<file path="config.mk">
export PLATFORM = sky130hd
export DESIGN_NAME = run_seq
export DESIGN_NICKNAME = d
export VERILOG_FILES = /design/src/rtl/run_pkg.sv /design/src/rtl/sat_counter.sv /design/src/rtl/run_seq.sv
export SDC_FILE = /design/constraint.sdc
export NUM_CORES = 1
export LEC_CHECK = 0
export CORE_MARGIN = 10
export CORE_UTILIZATION = 30
export CTS_BUF_LIST = sky130_fd_sc_hd__clkbuf_4 sky130_fd_sc_hd__clkbuf_8
export DETAILED_ROUTE_END_ITERATION = 16
export SLEW_MARGIN = 10
export SYNTH_ARGS = -nofsm -noshare
export SYNTH_HDL_FRONTEND = slang
export SYNTH_SLANG_ARGS = --single-unit
</file>
<file path="constraint.sdc">
create_clock -name clk -period 1.9 [get_ports clk]
set_input_delay 0.475 -clock clk [delete_from_list [all_inputs] [get_ports clk]]
set_output_delay 0.475 -clock clk [all_outputs]
set_load 0.01 [all_outputs]
</file>
<file path="src/rtl/run_pkg.sv">
// Shared types and constants for the run sequencer.
//   run_state_t : sequencer FSM state encoding (3 bits)
//   RST_CNT_W   : width of the core-reset hold counter
package run_pkg;

    localparam int unsigned STATE_W   = 3;
    localparam int unsigned RST_CNT_W = 4;

    typedef enum logic [STATE_W-1:0] {
        IDLE   = 3'd0,
        LOAD   = 3'd1,
        HOLD   = 3'd2,
        RUN    = 3'd3,
        FINISH = 3'd4
    } run_state_t;

endpackage

</file>
<file path="src/rtl/sat_counter.sv">
// Saturating up-counter with synchronous clear.
//   clk_i   : clock
//   reset_i : synchronous active-high reset (count -> 0)
//   clr_i   : synchronous clear, has priority over en_i
//   en_i    : increment enable; the count sticks at all-ones
//   cnt_o   : registered count
module sat_counter #(
    parameter int unsigned W = 8
) (
    input  logic         clk_i,
    input  logic         reset_i,
    input  logic         clr_i,
    input  logic         en_i,
    output logic [W-1:0] cnt_o
);

    logic [W-1:0] cnt_q;
    logic [W-1:0] cnt_d;

    // Next count: clear wins, otherwise increment until saturated
    always_comb begin
        cnt_d = cnt_q;
        if (clr_i) begin
            cnt_d = '0;
        end else if (en_i && (cnt_q != '1)) begin
            cnt_d = cnt_q + W'(1);
        end
    end

    always_ff @(posedge clk_i) begin
        if (reset_i) begin
            cnt_q <= '0;
        end else begin
            cnt_q <= cnt_d;
        end
    end

    assign cnt_o = cnt_q;

endmodule

</file>
<file path="src/rtl/run_seq.sv">
// Run sequencer in front of the single-cycle core: preloads data memory from
// a host beat stream, holds the core in reset, runs it until done or timeout
// and reports completion.
//   clk, reset        : clock, synchronous active-high reset
//   req               : start request (sampled in IDLE)
//   ld_valid/ld_ready : preload beat handshake; ld_addr/ld_data/ld_last payload
//   mem_wr_en/mem_addr/mem_dat : registered data-memory preload write
//   core_reset        : core reset, low only while running
//   core_done         : core finished flag
//   busy/ack/timeout/cycles    : status towards the host
module run_seq
    import run_pkg::*;
#(
    parameter int unsigned D       = 10,
    parameter int unsigned AW      = 8,
    parameter int unsigned CW      = 16,
    parameter int unsigned RST_CYC = 2,
    parameter int unsigned TMO     = 32'hFFFF
) (
    input  logic          clk,
    input  logic          reset,
    input  logic          req,
    input  logic          ld_valid,
    output logic          ld_ready,
    input  logic [AW-1:0] ld_addr,
    input  logic [7:0]    ld_data,
    input  logic          ld_last,
    output logic          mem_wr_en,
    output logic [AW-1:0] mem_addr,
    output logic [7:0]    mem_dat,
    output logic          core_reset,
    input  logic          core_done,
    output logic          busy,
    output logic          ack,
    output logic          timeout,
    output logic [CW-1:0] cycles
);

    // Elaboration-time parameter sanity
    if (D == 0) begin : g_bad_d
        $error("run_seq: D must be non-zero");
    end
    if ((RST_CYC < 1) || (RST_CYC > 15)) begin : g_bad_rst_cyc
        $error("run_seq: RST_CYC must be in 1..15");
    end
    if (64'(TMO) >= (64'd1 << CW)) begin : g_bad_tmo
        $error("run_seq: TMO must be below 2**CW");
    end

    run_state_t           state_q, state_d;
    logic                 ld_ready_q, ld_ready_d;
    logic                 mem_wr_en_q, mem_wr_en_d;
    logic [AW-1:0]        mem_addr_q, mem_addr_d;
    logic [7:0]           mem_dat_q, mem_dat_d;
    logic                 core_reset_q, core_reset_d;
    logic                 busy_q, busy_d;
    logic                 ack_q, ack_d;
    logic                 timeout_q, timeout_d;

    logic                 cyc_clr_c;
    logic                 cyc_en_c;
    logic                 hold_clr_c;
    logic                 hold_en_c;
    logic                 beat_c;
    logic [RST_CNT_W-1:0] hold_cnt;

    // RUN-state cycle counter; doubles as the cycles output
    sat_counter #(
        .W (CW)
    ) u_cyc_cnt (
        .clk_i   (clk),
        .reset_i (reset),
        .clr_i   (cyc_clr_c),
        .en_i    (cyc_en_c),
        .cnt_o   (cycles)
    );

    // Core-reset hold counter, parked at zero outside HOLD
    sat_counter #(
        .W (RST_CNT_W)
    ) u_hold_cnt (
        .clk_i   (clk),
        .reset_i (reset),
        .clr_i   (hold_clr_c),
        .en_i    (hold_en_c),
        .cnt_o   (hold_cnt)
    );

    assign beat_c     = ld_valid && ld_ready_q;
    assign hold_clr_c = (state_q != HOLD);
    assign hold_en_c  = (state_q == HOLD);

    // Next state, counter controls and registered-output next values
    always_comb begin
        state_d     = state_q;
        timeout_d   = timeout_q;
        mem_addr_d  = mem_addr_q;
        mem_dat_d   = mem_dat_q;
        mem_wr_en_d = 1'b0;
        cyc_clr_c   = 1'b0;
        cyc_en_c    = 1'b0;

        case (state_q)
            IDLE: begin
                if (req) begin
                    state_d   = LOAD;
                    cyc_clr_c = 1'b1;
                    timeout_d = 1'b0;
                end
            end
            LOAD: begin
                if (beat_c) begin
                    mem_wr_en_d = 1'b1;
                    mem_addr_d  = ld_addr;
                    mem_dat_d   = ld_data;
                    if (ld_last) begin
                        state_d = HOLD;
                    end
                end
            end
            HOLD: begin
                if (hold_cnt == RST_CNT_W'(RST_CYC - 1)) begin
                    state_d = RUN;
                end
            end
            RUN: begin
                // done has priority over the limit check in the same cycle
                if (core_done) begin
                    state_d = FINISH;
                end else if (cycles == CW'(TMO)) begin
                    timeout_d = 1'b1;
                    state_d   = FINISH;
                end else begin
                    cyc_en_c = 1'b1;
                end
            end
            FINISH: begin
                state_d = IDLE;
            end
            default: begin
                state_d = IDLE;
            end
        endcase

        // Status outputs are decoded from the upcoming state so they line up
        // with the state register
        ld_ready_d   = (state_d == LOAD);
        busy_d       = (state_d != IDLE);
        core_reset_d = (state_d != RUN);
        ack_d        = (state_d == FINISH);
    end

    // State and output registers
    always_ff @(posedge clk) begin
        if (reset) begin
            state_q      <= IDLE;
            ld_ready_q   <= 1'b0;
            mem_wr_en_q  <= 1'b0;
            mem_addr_q   <= '0;
            mem_dat_q    <= '0;
            core_reset_q <= 1'b1;
            busy_q       <= 1'b0;
            ack_q        <= 1'b0;
            timeout_q    <= 1'b0;
        end else begin
            state_q      <= state_d;
            ld_ready_q   <= ld_ready_d;
            mem_wr_en_q  <= mem_wr_en_d;
            mem_addr_q   <= mem_addr_d;
            mem_dat_q    <= mem_dat_d;
            core_reset_q <= core_reset_d;
            busy_q       <= busy_d;
            ack_q        <= ack_d;
            timeout_q    <= timeout_d;
        end
    end

    assign ld_ready   = ld_ready_q;
    assign mem_wr_en  = mem_wr_en_q;
    assign mem_addr   = mem_addr_q;
    assign mem_dat    = mem_dat_q;
    assign core_reset = core_reset_q;
    assign busy       = busy_q;
    assign ack        = ack_q;
    assign timeout    = timeout_q;

endmodule

</file>
After elaboration in Yosys (flattened, before gate mapping)
Index checks and enable logic that the tools add are counted.
{ "op_classes": {"add_sub_neg": 2, "n_eq_ne": 14, "mux": 17, "bitwise_logic": 1, "n_reduce_logical": 11} }
{ "ops": {"columns": ["operator", "n"], "rows": [
  ["3-bit 2-to-1 mux", 6],
  ["16-bit by 1-bit adder with 16-bit output, second input constant", 1],
  ["16-bit equality test, second input constant", 1],
  ["16-bit inequality test, second input constant", 1],
  ["3-bit one-hot mux with 4 select lines", 1],
  ["1-bit 2-to-1 mux", 9],
  ["3-bit by 1-bit equality test with 1-bit output, second input constant", 2],
  ["3-bit by 2-bit equality test with 1-bit output, second input constant", 2],
  ["2-bit inequality test, second input constant", 3],
  ["3-bit by 2-bit inequality test with 1-bit output, second input constant", 2],
  ["2-bit OR reduction", 3],
  ["4-bit by 1-bit adder with 4-bit output, second input constant", 1],
  ["4-bit by 1-bit equality test with 1-bit output, second input constant", 1],
  ["4-bit inequality test, second input constant", 1],
  ["4-bit AND reduction", 1],
  ["3-bit equality test, second input constant", 1],
  ["1-bit logical AND", 3],
  ["3-bit logical NOT", 1],
  ["3-bit nonzero test", 1],
  ["1-bit one-hot mux with 2 select lines", 1],
  ["2-bit AND reduction", 1],
  ["2-bit nonzero test", 1],
  ["1-bit NOT", 1]
]} }
{ "totals": {"reg_bits": 45, "input_bits": 22, "elab_cells": 56} }

Longest topological paths before layout
Gate-level depths: netlist of run 1.
{ "logic_depth": {"depth_word": 5, "ltp_mapped": 6, "ltp_nobuf": 5} }

Modules after synthesis
Synthesis of run 1 repeated with hierarchy kept, for this count alone.
{ "hier_totals": {"cells_unflattened": 241, "hier_area_um2": 2282.2} }
{ "modules_own_cells": {"columns": ["mod", "n_inst", "cells_per_inst", "area_per_inst_um2", "seq_area_each_um2"], "rows": [
  ["run_seq", 1, 117, 1176.1, 500.5],
  ["sat_counter at u_cyc_cnt", 1, 102, 917.1, 320.3],
  ["sat_counter at u_hold_cnt", 1, 22, 188.9, 80.1]
]} }

Least setup slack after synthesis of run 1
Ideal clock, no wire load.
{ "synth_path": {"path_type": "reg2reg", "startpoint": "reg u_cyc_cnt.cnt_q[0] (netlist: u_cyc_cnt.cnt_o[0])", "endpoint": "reg u_cyc_cnt.cnt_q[4] (netlist: u_cyc_cnt.cnt_o[4])", "setup_ps": 121, "t_arrival_ps": 1526, "required_time_ps": 1779, "path_slack_ps": 252, "path_stages_with_launch": 7, "path_buffers": 1, "path_cell_list": "dfxtp_1 ha_1 nand3_1 nor2_1 buf_2 a21oi_1 mux2i_1"} }
{ "synth_via": {"elab_chain_len": 5, "elab_cells_between_ends": 7} }
{ "synth_lines": {"columns": ["element", "line_no", "text"], "rows": [
  ["start: declaration", "sat_counter.sv:17", "logic [W-1:0] cnt_q;"],
  ["start signal: assignment", "sat_counter.sv:34", "cnt_q <= cnt_d;"],
  ["parallel branches: the longest is 5 deep, another holds 16-bit by 1-bit adder with 16-bit output", null, null]
]} }
Several ways; the timed one is not identified.
A chain may end at the register's enable or synchronous reset.

Final worst setup path of run 1
{ "layout_path": {"startpoint": "in core_done", "endpoint": "reg u_cyc_cnt.cnt_q[15] (netlist: u_cyc_cnt.cnt_o[15])"} }
{ "layout_via": {"elab_chain_len": 3} }
{ "layout_lines": {"columns": ["element", "line_no", "text"], "rows": [
  ["start: declaration", "run_seq.sv:32", "input logic core_done,"],
  ["1-bit 2-to-1 mux", "run_seq.sv:128", "if (core_done) begin"],
  ["1-bit 2-to-1 mux", "run_seq.sv:103", "case (state_q)"],
  ["1-bit logical AND", "sat_counter.sv:25", "end else if (en_i && (cnt_q != '1)) begin"]
]} }
No other way between the ends.

==> summary.txt, run 1 <==
outcome - complete, no violations
Slew headroom - 0.741
vias - 1982
gpl congestion - 0.783
CTS Buf Count - 5
Post-synth top cells - nand2_1, dfxtp_1, a21oi_1
Post-CTS Hold Fix Bufs - 0
post-synth top area share - 0.435
largest net degree at the start of global routing - 18
yosys warns - 0
Syn Std Cell Area - 0.00207 sq mm
Worst VDD drop - 0.307 mV
Core Area - 0.00676 sq mm
static leakage - 1.07 nW
Ant. Diodes - 0
DR vias/cell - 5.02
Worst Setup SP - core_done
final-stage net count - 339
CTS Buffer Depth - 2
max_cap viols - 0
hold_sp - mem_addr[6]
Cell variety after synth - 45
Post-CTS Setup Repair Bufs - 0
initial antenna violation count - 0
Synth-to-Final Area Change - 45.0%
count leader, synth - nand2_1
I/O pin cnt - 60
row count - 30
grt ovf - 0
Critical Path Fanout Max - 4
wire per inst - 14.8 um
syn_nets - 260
# fillers - 656
die area - 0.0106 sq mm
synthesized area per cell - 8.81 sq um
Remaining DRCs - 0
Crit Path Class - in2reg
Min-Delay Path Class - reg2reg
port buffer count - 59
vias in the first global route - 1911
clock slew at reported path FFs - 0.09 ns
DP Wirelength - 4.39 mm
Post-synth ARST share - 0
drt pass-1 iters - 4
clock skew - 0.0141 ns
post-synthesis sequential area ratio - 0.435
layout cell share with drive strength beyond 1 - 0.143
Cell Pwr Density - 629 mW/mm^2
Fin Setup TNS - 0 ns
clk_lat worst skew - 0.30 ns
Worst EP required - 2.09 ns
Critical Path AT - 2.03 ns
RSZ-0062 raised after global routing - no
WHS - 0.456 ns
Critical Path Source Type - input port
FF+latch count, synth - 45
starting density of the core - 0.306
minimum clock period - 1.84 ns
routed wire length - 5.85 mm
total track usage - 0.110
Main synth FF type - dfxtp_1
Pins Over Slew Limit - 0
Synth area leader - dfxtp_1
pin slew with the least headroom to its limit - 0.389 ns
number of routed nets with antenna violations - 0
Critical R2R Launch - u_cyc_cnt.cnt_o[4]
drt initial violations - 95
Final period util - 0.968
Final Hold Vio Count - 0
clock tree from TritonCTS - yes
die width - 103 um
cells after synthesis - 235
setup violators final - 0
Setup crit end kind - register
number of enable flip-flop cells after synthesis - 0
Root Buffer - clkbuf_8
htree depth - 2
post-cts sizing count - 0
Die Y - 103 um
first-pass GRT wire length - 9.27 mm
maximum clock rate - 0.544 GHz
clock sink count - 45
top cells by area, synth - dfxtp_1, nand2_1, a21oi_1, mux2i_1, nand4_1
critical path: stages:
cell             delay (ns)
clkdlybuf4s50_1        0.45
and4bb_4               0.39
nand4_4                0.10
or4b_1                 0.48
o211a_1                0.14
path summary, 6_finish.rpt:
path,cells after the start,to,slack [ns]
hold reg to reg,2,mem_addr[6],0.46
setup / recovery,5,u_cyc_cnt.cnt_o[15],0.06
setup reg to reg,4,u_cyc_cnt.cnt_o[11],0.12
hold / removal,2,mem_addr[6],0.46
registers in the layout (all words and copies together), names as in the netlist:
signal            flops
ack                   1
busy                  1
core_reset            1
ld_ready              1
mem_addr              8
mem_dat               8
mem_wr_en             1
state_q               3
timeout               1
u_cyc_cnt.cnt_o      16
u_hold_cnt.cnt_o      4
where the power goes:
part | total [mW] | leakage [nW] | switching [mW] | internal, mW
sequential | 0.965 | 0.364 | 0.00818 | 0.957
clock | 0.748 | 0.0588 | 0.338 | 0.410
combinational | 0.175 | 0.644 | 0.0747 | 0.100
routing by layer:
metal,track usage,up-vias,routed length (um)
met4,0.0385,0,55
met1,0.126,939,2560
li1,-,1006,-
met3,0.0355,4,244
met5,0,-,0
met2,0.187,33,2990
stage by stage:
stage	util	std cells	power (mW)	worst slack [ns]	instance area (sq um)
floorplan	-	235	1.06	0.252	2070
global placement	0.427	387	1.16	-0.211	2880
detailed placement	0.427	387	1.16	-0.245	2880
CTS	0.444	395	1.91	0.0694	3000
global route	0.444	395	1.97	0.00784	3000
finish	0.444	395	1.89	0.0615	3000
layout make-up:
class | instances | area, sq um | share of cell area
clock buffer | 6 | 76.3 | 0.0254
clock inverter | 2 | 38.8 | 0.0129
inverter | 2 | 7.51 | 0.00250
multi-input combinational | 175 | 1090 | 0.364
sequential | 45 | 901 | 0.300
tap | 80 | 100 | 0.0333
timing repair buffer | 85 | 786 | 0.262
placed cells by master (no fill, tap or decap), types with 3 or more instances in the layout:
cell and instances:
clkdlybuf4s50_1 59, nand2_1 48, dfxtp_1 45, a21oi_1 30, buf_4 26, nand3_1 8
nor2_1 8, nand4_1 7, or3_1 7, mux2i_1 7, clkbuf_8 5, and4_1 4
and2_1 4, a31oi_1 4, nor3_1 3, o31ai_1 3, a211oi_1 3, ha_1 3
cells by family after synthesis:
logic type / after synthesis / share of synthesized area
buffers and inverters: 15 / 0.0387
adder cells (fa/ha/maj): 3 / 0.0181
XOR/XNOR: 1 / 0.00423
flip-flops: 45 / 0.435
AO/OA/AOI/OAI: 53 / 0.159
AND/OR/NAND/NOR: 111 / 0.311
multiplexers: 7 / 0.0338
Power figures use the tool's default switching activity.
==> run 2: changes to the inputs <==
- CORE_UTILIZATION: 30 -> 49
- PLACE_DENSITY: default -> 0.82
==> run 2 against run 1 <==
  * Clock power fell by 19%
  * First-iteration DRC count increased by 67%
  * Via count increased by 1.7%
  * Cell count shrank 8.4%
  * Total power down 7.5%
  * Sequential share of layout area rose by 0.88 points
  * Count of clock-buffer cells in the layout is 1 lower
  * Clock skew decreased by 0.010 ns
  * Critical endpoint is now cycles[2]
  * Largest power group unchanged
==> summary.txt, run 2 (same netlist as run 1, synthesis figures left out) <==
setup violators final - 0 (unchanged)
Remaining DRCs - 0 (unchanged)
reg-to-reg endpoint - u_cyc_cnt.cnt_o[11]
total track usage - 0.158 (+0.0483)
Cell Pwr Density - 599 mW/mm^2 (-4.8%)
clock sink count - 45 (unchanged)
pin slew with the least headroom to its limit - 0.394 ns (+0.00531 ns)
DR vias/cell - 5.57 (+11%)
CTS Buffer Depth - 2 (unchanged)
largest net degree at the start of global routing - 18 (unchanged)
first-pass GRT wire length - 9.69 mm (+4.5%)
Min-Delay Path Class - reg2reg
Final period util - 0.952 (-0.0157)
post-cts sizing count - 0 (unchanged)
Critical R2R Launch - u_cyc_cnt.cnt_o[4]
Post-CTS Hold Fix Bufs - 0 (unchanged)
# fillers - 318 (-52%)
most frequent cells in the layout - clkdlybuf4s50_1, nand2_1, dfxtp_1, a21oi_1, buf_4
WHS Endpoint - mem_dat[5]
gpl congestion - 0.863 (+10%)
Final Hold Vio Count - 0 (unchanged)
Critical Path AT - 1.33 ns (-0.70 ns)
static leakage - 1.04 nW (-2.8%)
drt pass-1 iters - 5 (+1)
grt ovf - 0 (unchanged)
R2R cell count - 4 (unchanged)
hold depth - 2 (unchanged)
maximum clock rate - 0.553 GHz (+1.6%)
leading cell type in the layout, fill and taps excluded - clkdlybuf4s50_1
initial antenna violation count - 0 (unchanged)
clock slew at reported path FFs - 0.09 ns (about the same)
vias - 2016 (+1.7%)
clock skew - 0.00413 ns (-0.00997 ns)
routed wire length - 5.70 mm (-2.6%)
die area - 0.00723 sq mm (-32%)
Fin Setup TNS - 0 ns (unchanged)
starting density of the core - 0.510 (+0.204)
wire per inst - 15.7 um (+6.3%)
RSZ-0062 raised after global routing - no
port buffer count - 59 (unchanged)
number of routed nets with antenna violations - 0 (unchanged)
Tot Pwr - 1.75 mW (-7.5%)
CTS Buf Count - 5 (unchanged)
Root Buffer - clkbuf_8
Critical Path Fanout Max - 5 (+1)
Slew headroom - 0.737 (-0.00423)
row count - 23 (-23%)
Worst VDD drop - 0.527 mV (+72%)
Worst EP required - 1.42 ns (-0.67 ns)
Critical Path Source Type - register
die width - 85.0 um (-18%)
final-stage net count - 336 (-0.88%)
I/O pin cnt - 60 (unchanged)
max_cap viols - 0 (unchanged)
Synth-to-Final Area Change - 40.8%
Post-CTS Setup Repair Bufs - 0 (unchanged)
htree depth - 2 (unchanged)
minimum clock period - 1.81 ns (-0.0298 ns)
max FFs per register - 16 (unchanged)
layout cell share with drive strength beyond 1 - 0.135 (-0.00824)
Ant. Diodes - 0 (unchanged)
Setup crit end kind - primary output
outcome - complete, no violations
Core Area - 0.00406 sq mm (-40%)
clock tree from TritonCTS - yes
drt initial violations - 159 (+67%)
Crit Path Class - reg2out
clk_lat worst skew - 0.30 ns (about the same)
Die Y - 85.0 um (-18%)
reg2reg setup slack - 0.18 ns (+0.06 ns)
vias in the first global route - 1976 (+3.4%)
Pins Over Slew Limit - 0 (unchanged)
hold_sp - mem_dat[5]
DP Wirelength - 4.32 mm (-1.7%)
[run 2: power breakdown]
part / internal (mW) / switching, mW / leakage (nW)
clock: 0.261 / 0.346 / 0.0445
sequential: 0.957 / 0.0119 / 0.364
combinational: 0.0991 / 0.0719 / 0.629
total: 1.32 / 0.430 / 1.04
[run 2: metal layers]
metal	GRT usage	wire length, um	vias up	part of all wire
li1	-	-	1002	-
met1	0.187	2370	949	0.42
met2	0.261	2920	59	0.51
met3	0.0440	349	6	0.061
met4	0.0659	60	0	0.011
met5	0	0	-	0
[run 2: worst max-delay path by stage]
| stage | startpoint | end | slack, ns | cells past startpoint |
|---|---|---|---|---|
| 3_3_place_gp | core_done | u_cyc_cnt.cnt_o[15] | -0.16 | 5 |
| 4_1_cts | u_cyc_cnt.cnt_o[10] | cycles[10] | 0.09 | 1 |
| 6_report | u_cyc_cnt.cnt_o[2] | cycles[2] | 0.09 | 2 |
| 3_5_place_dp | core_done | u_cyc_cnt.cnt_o[15] | -0.21 | 5 |
| 5_1_grt | u_cyc_cnt.cnt_o[10] | cycles[10] | 0.01 | 1 |
| 2_1_floorplan | u_cyc_cnt.cnt_o[0] | u_cyc_cnt.cnt_o[4] | 0.25 | 6 |
[run 2: cell type report]
type / instances / area (sq um) / share of cell area
Timing Repair Buffer: 82 / 763 / 0.262
Tap cell: 50 / 62.6 / 0.0215
Sequential cell: 45 / 901 / 0.309
Clock inverter: 3 / 21.3 / 0.00729
Multi-Input combinational cell: 175 / 1090 / 0.375
Inverter: 2 / 7.51 / 0.00257
Clock buffer: 5 / 68.8 / 0.0236
[run 2: per-stage QoR]
| stage | setup slack, ns | util | cells | instance area [sq um] | hold WS [ns] |
|---|---|---|---|---|---|
| 6_report | 0.0913 | 0.719 | 362 | 2920 | 0.455 |
| 3_5_place_dp | -0.207 | 0.696 | 354 | 2820 | 0.446 |
| 4_1_cts | 0.0855 | 0.718 | 362 | 2910 | 0.458 |
| 5_1_grt | 0.0142 | 0.719 | 362 | 2920 | 0.474 |
| 3_3_place_gp | -0.164 | 0.696 | 354 | 2820 | 0.440 |
| 2_1_floorplan | 0.252 | - | 235 | 2070 | 0.481 |
[run 2: worst max-delay path, cell delays in order (launching register included)]
cell and delay (ns):
dfxtp_1 0.36, buf_4 0.14, clkdlybuf4s50_1 0.54
==> RTL change (settings of run 2) <==
Put one more register stage on the output `timeout`, with the module's reset. The value now appears one clock later. The other outputs are not delayed to match. Comments in the files are not updated.
--- a/src/rtl/run_seq.sv
+++ b/src/rtl/run_seq.sv
@@ -182,7 +182,13 @@
     assign core_reset = core_reset_q;
     assign busy       = busy_q;
     assign ack        = ack_q;
-    assign timeout    = timeout_q;
+    always_ff @(posedge clk) begin
+        if (reset) begin
+            timeout <= '0;
+        end else begin
+            timeout <= timeout_q;
+        end
+    end
 
 endmodule
 
Function: no difference found for any inputs over 10 cycles, from zero or initial values and one cycle with reset high; that may be too few to reach the edited logic, so the function may still have changed.
==> RTL change against run 2 <==
- setup slack about the same
- cell area decreased by 0.17%
- die area decreased by 2.4%
- power increased by 7.7%
- wire length decreased by 1.0%
- sequential power increased by 2%
- sequential cell count increased by 1
- area after synthesis decreased by 3.1%
- critical path type unchanged
- critical endpoint is now cycles[7]
- largest cell class unchanged
==> RTL change: results <==
[global_routing]
grt_pass1_vias = 1908
antenna_found_initial = 0
grt.total_usage = 0.156
grt_start_max_net_pins = 24
grt_pass1_wl_um = 9310

[drt]
drtPass1Iterations = 4
wl_per_cell_um = 15.5
vias_per_cell = 5.51
drtIter0Drc = 147

[critical_path]
cp_max_fo = 6
r2r_cells = 5
critPathMaxStageDelay_ns = 0.59

[pwr]
max-vdd-ir-drop_uv = 443
p_leak_nw = 1.02

[placement]
hpwl_um = 4120
gp_congestion = 0.823

[synthesis]
syn_nets = 259
ys_seq_area_frac = 0.459
synth_area_leaders = "dfxtp_1, nand2_1, a21oi_1"
synthCells = 234
synth_cell_types = 47
synthFlopType = "dfxtp_1"
synth_commonest_cells = "dfxtp_1, nand2_1, a21oi_1, nor2_1, nand3_1"

[cells_and_area]
stdcell_count = 363
drive_gt1_frac = 0.112
nFillCells = 314
nets = 337

[outcome]
status = "complete, no violations"

[sta]
tightest_slew_ns = 0.533
skew_ns = 0.0107
-- RTL change: cell type report --
class,instances,area (um2),area share
tap,50,62.6,0.0215
clock buffer,6,76.3,0.0262
clock inverter,2,37.5,0.0129
inverter,4,15.0,0.00516
sequential,46,921,0.316
multi-input combinational,174,1020,0.352
timing repair buffer,81,774,0.266
-- RTL change: per-layer routing --
layer	global-route usage	vias to the layer above	wire length, um
met5	0	-	0
met4	0.0533	0	57
met3	0.0400	6	310
met2	0.261	58	2790
met1	0.187	921	2480
li1	-	1014	-
-- RTL change: path summary, 6_finish.rpt --
path / slack, ns / end / start
worst min-delay path: 0.46 / mem_dat[3] / mem_dat[3]
worst min register to register: 0.46 / mem_dat[3] / mem_dat[3]
worst max register to register: 0.12 / u_cyc_cnt.cnt_o[0] / u_cyc_cnt.cnt_o[11]
worst max-delay path: 0.09 / cycles[7] / u_cyc_cnt.cnt_o[7]
-- RTL change: kinds of logic (layout without fill, tap and decap cells) --
logic type | Yosys count | after routing | share of synthesized area
buf+inv | 14 | 93 | 0.0305
compound gates | 59 | 59 | 0.185
simple gates | 108 | 108 | 0.287
xor+xnor | 1 | 1 | 0.00436
fa+ha+maj | 3 | 3 | 0.0187
mux | 3 | 3 | 0.0150
flops | 46 | 46 | 0.459
-- RTL change: stage by stage --
step                      total power [mW]  setup slack (ns)  area [um2]
after global routing                  1.95            0.0144        2910
after CTS                             1.90            0.0384        2900
after global placement                1.16            -0.223        2780
after floorplan                       1.06             0.228        2010
after detailed placement              1.16            -0.265        2780
final                                 1.88            0.0909        2910
-- RTL change: power by group --
group | leakage [nW] | internal (mW) | switching, mW | total [mW]
clock | 0.0548 | 0.407 | 0.333 | 0.740
combinational | 0.591 | 0.0907 | 0.0652 | 0.156
sequential | 0.372 | 0.977 | 0.00854 | 0.986
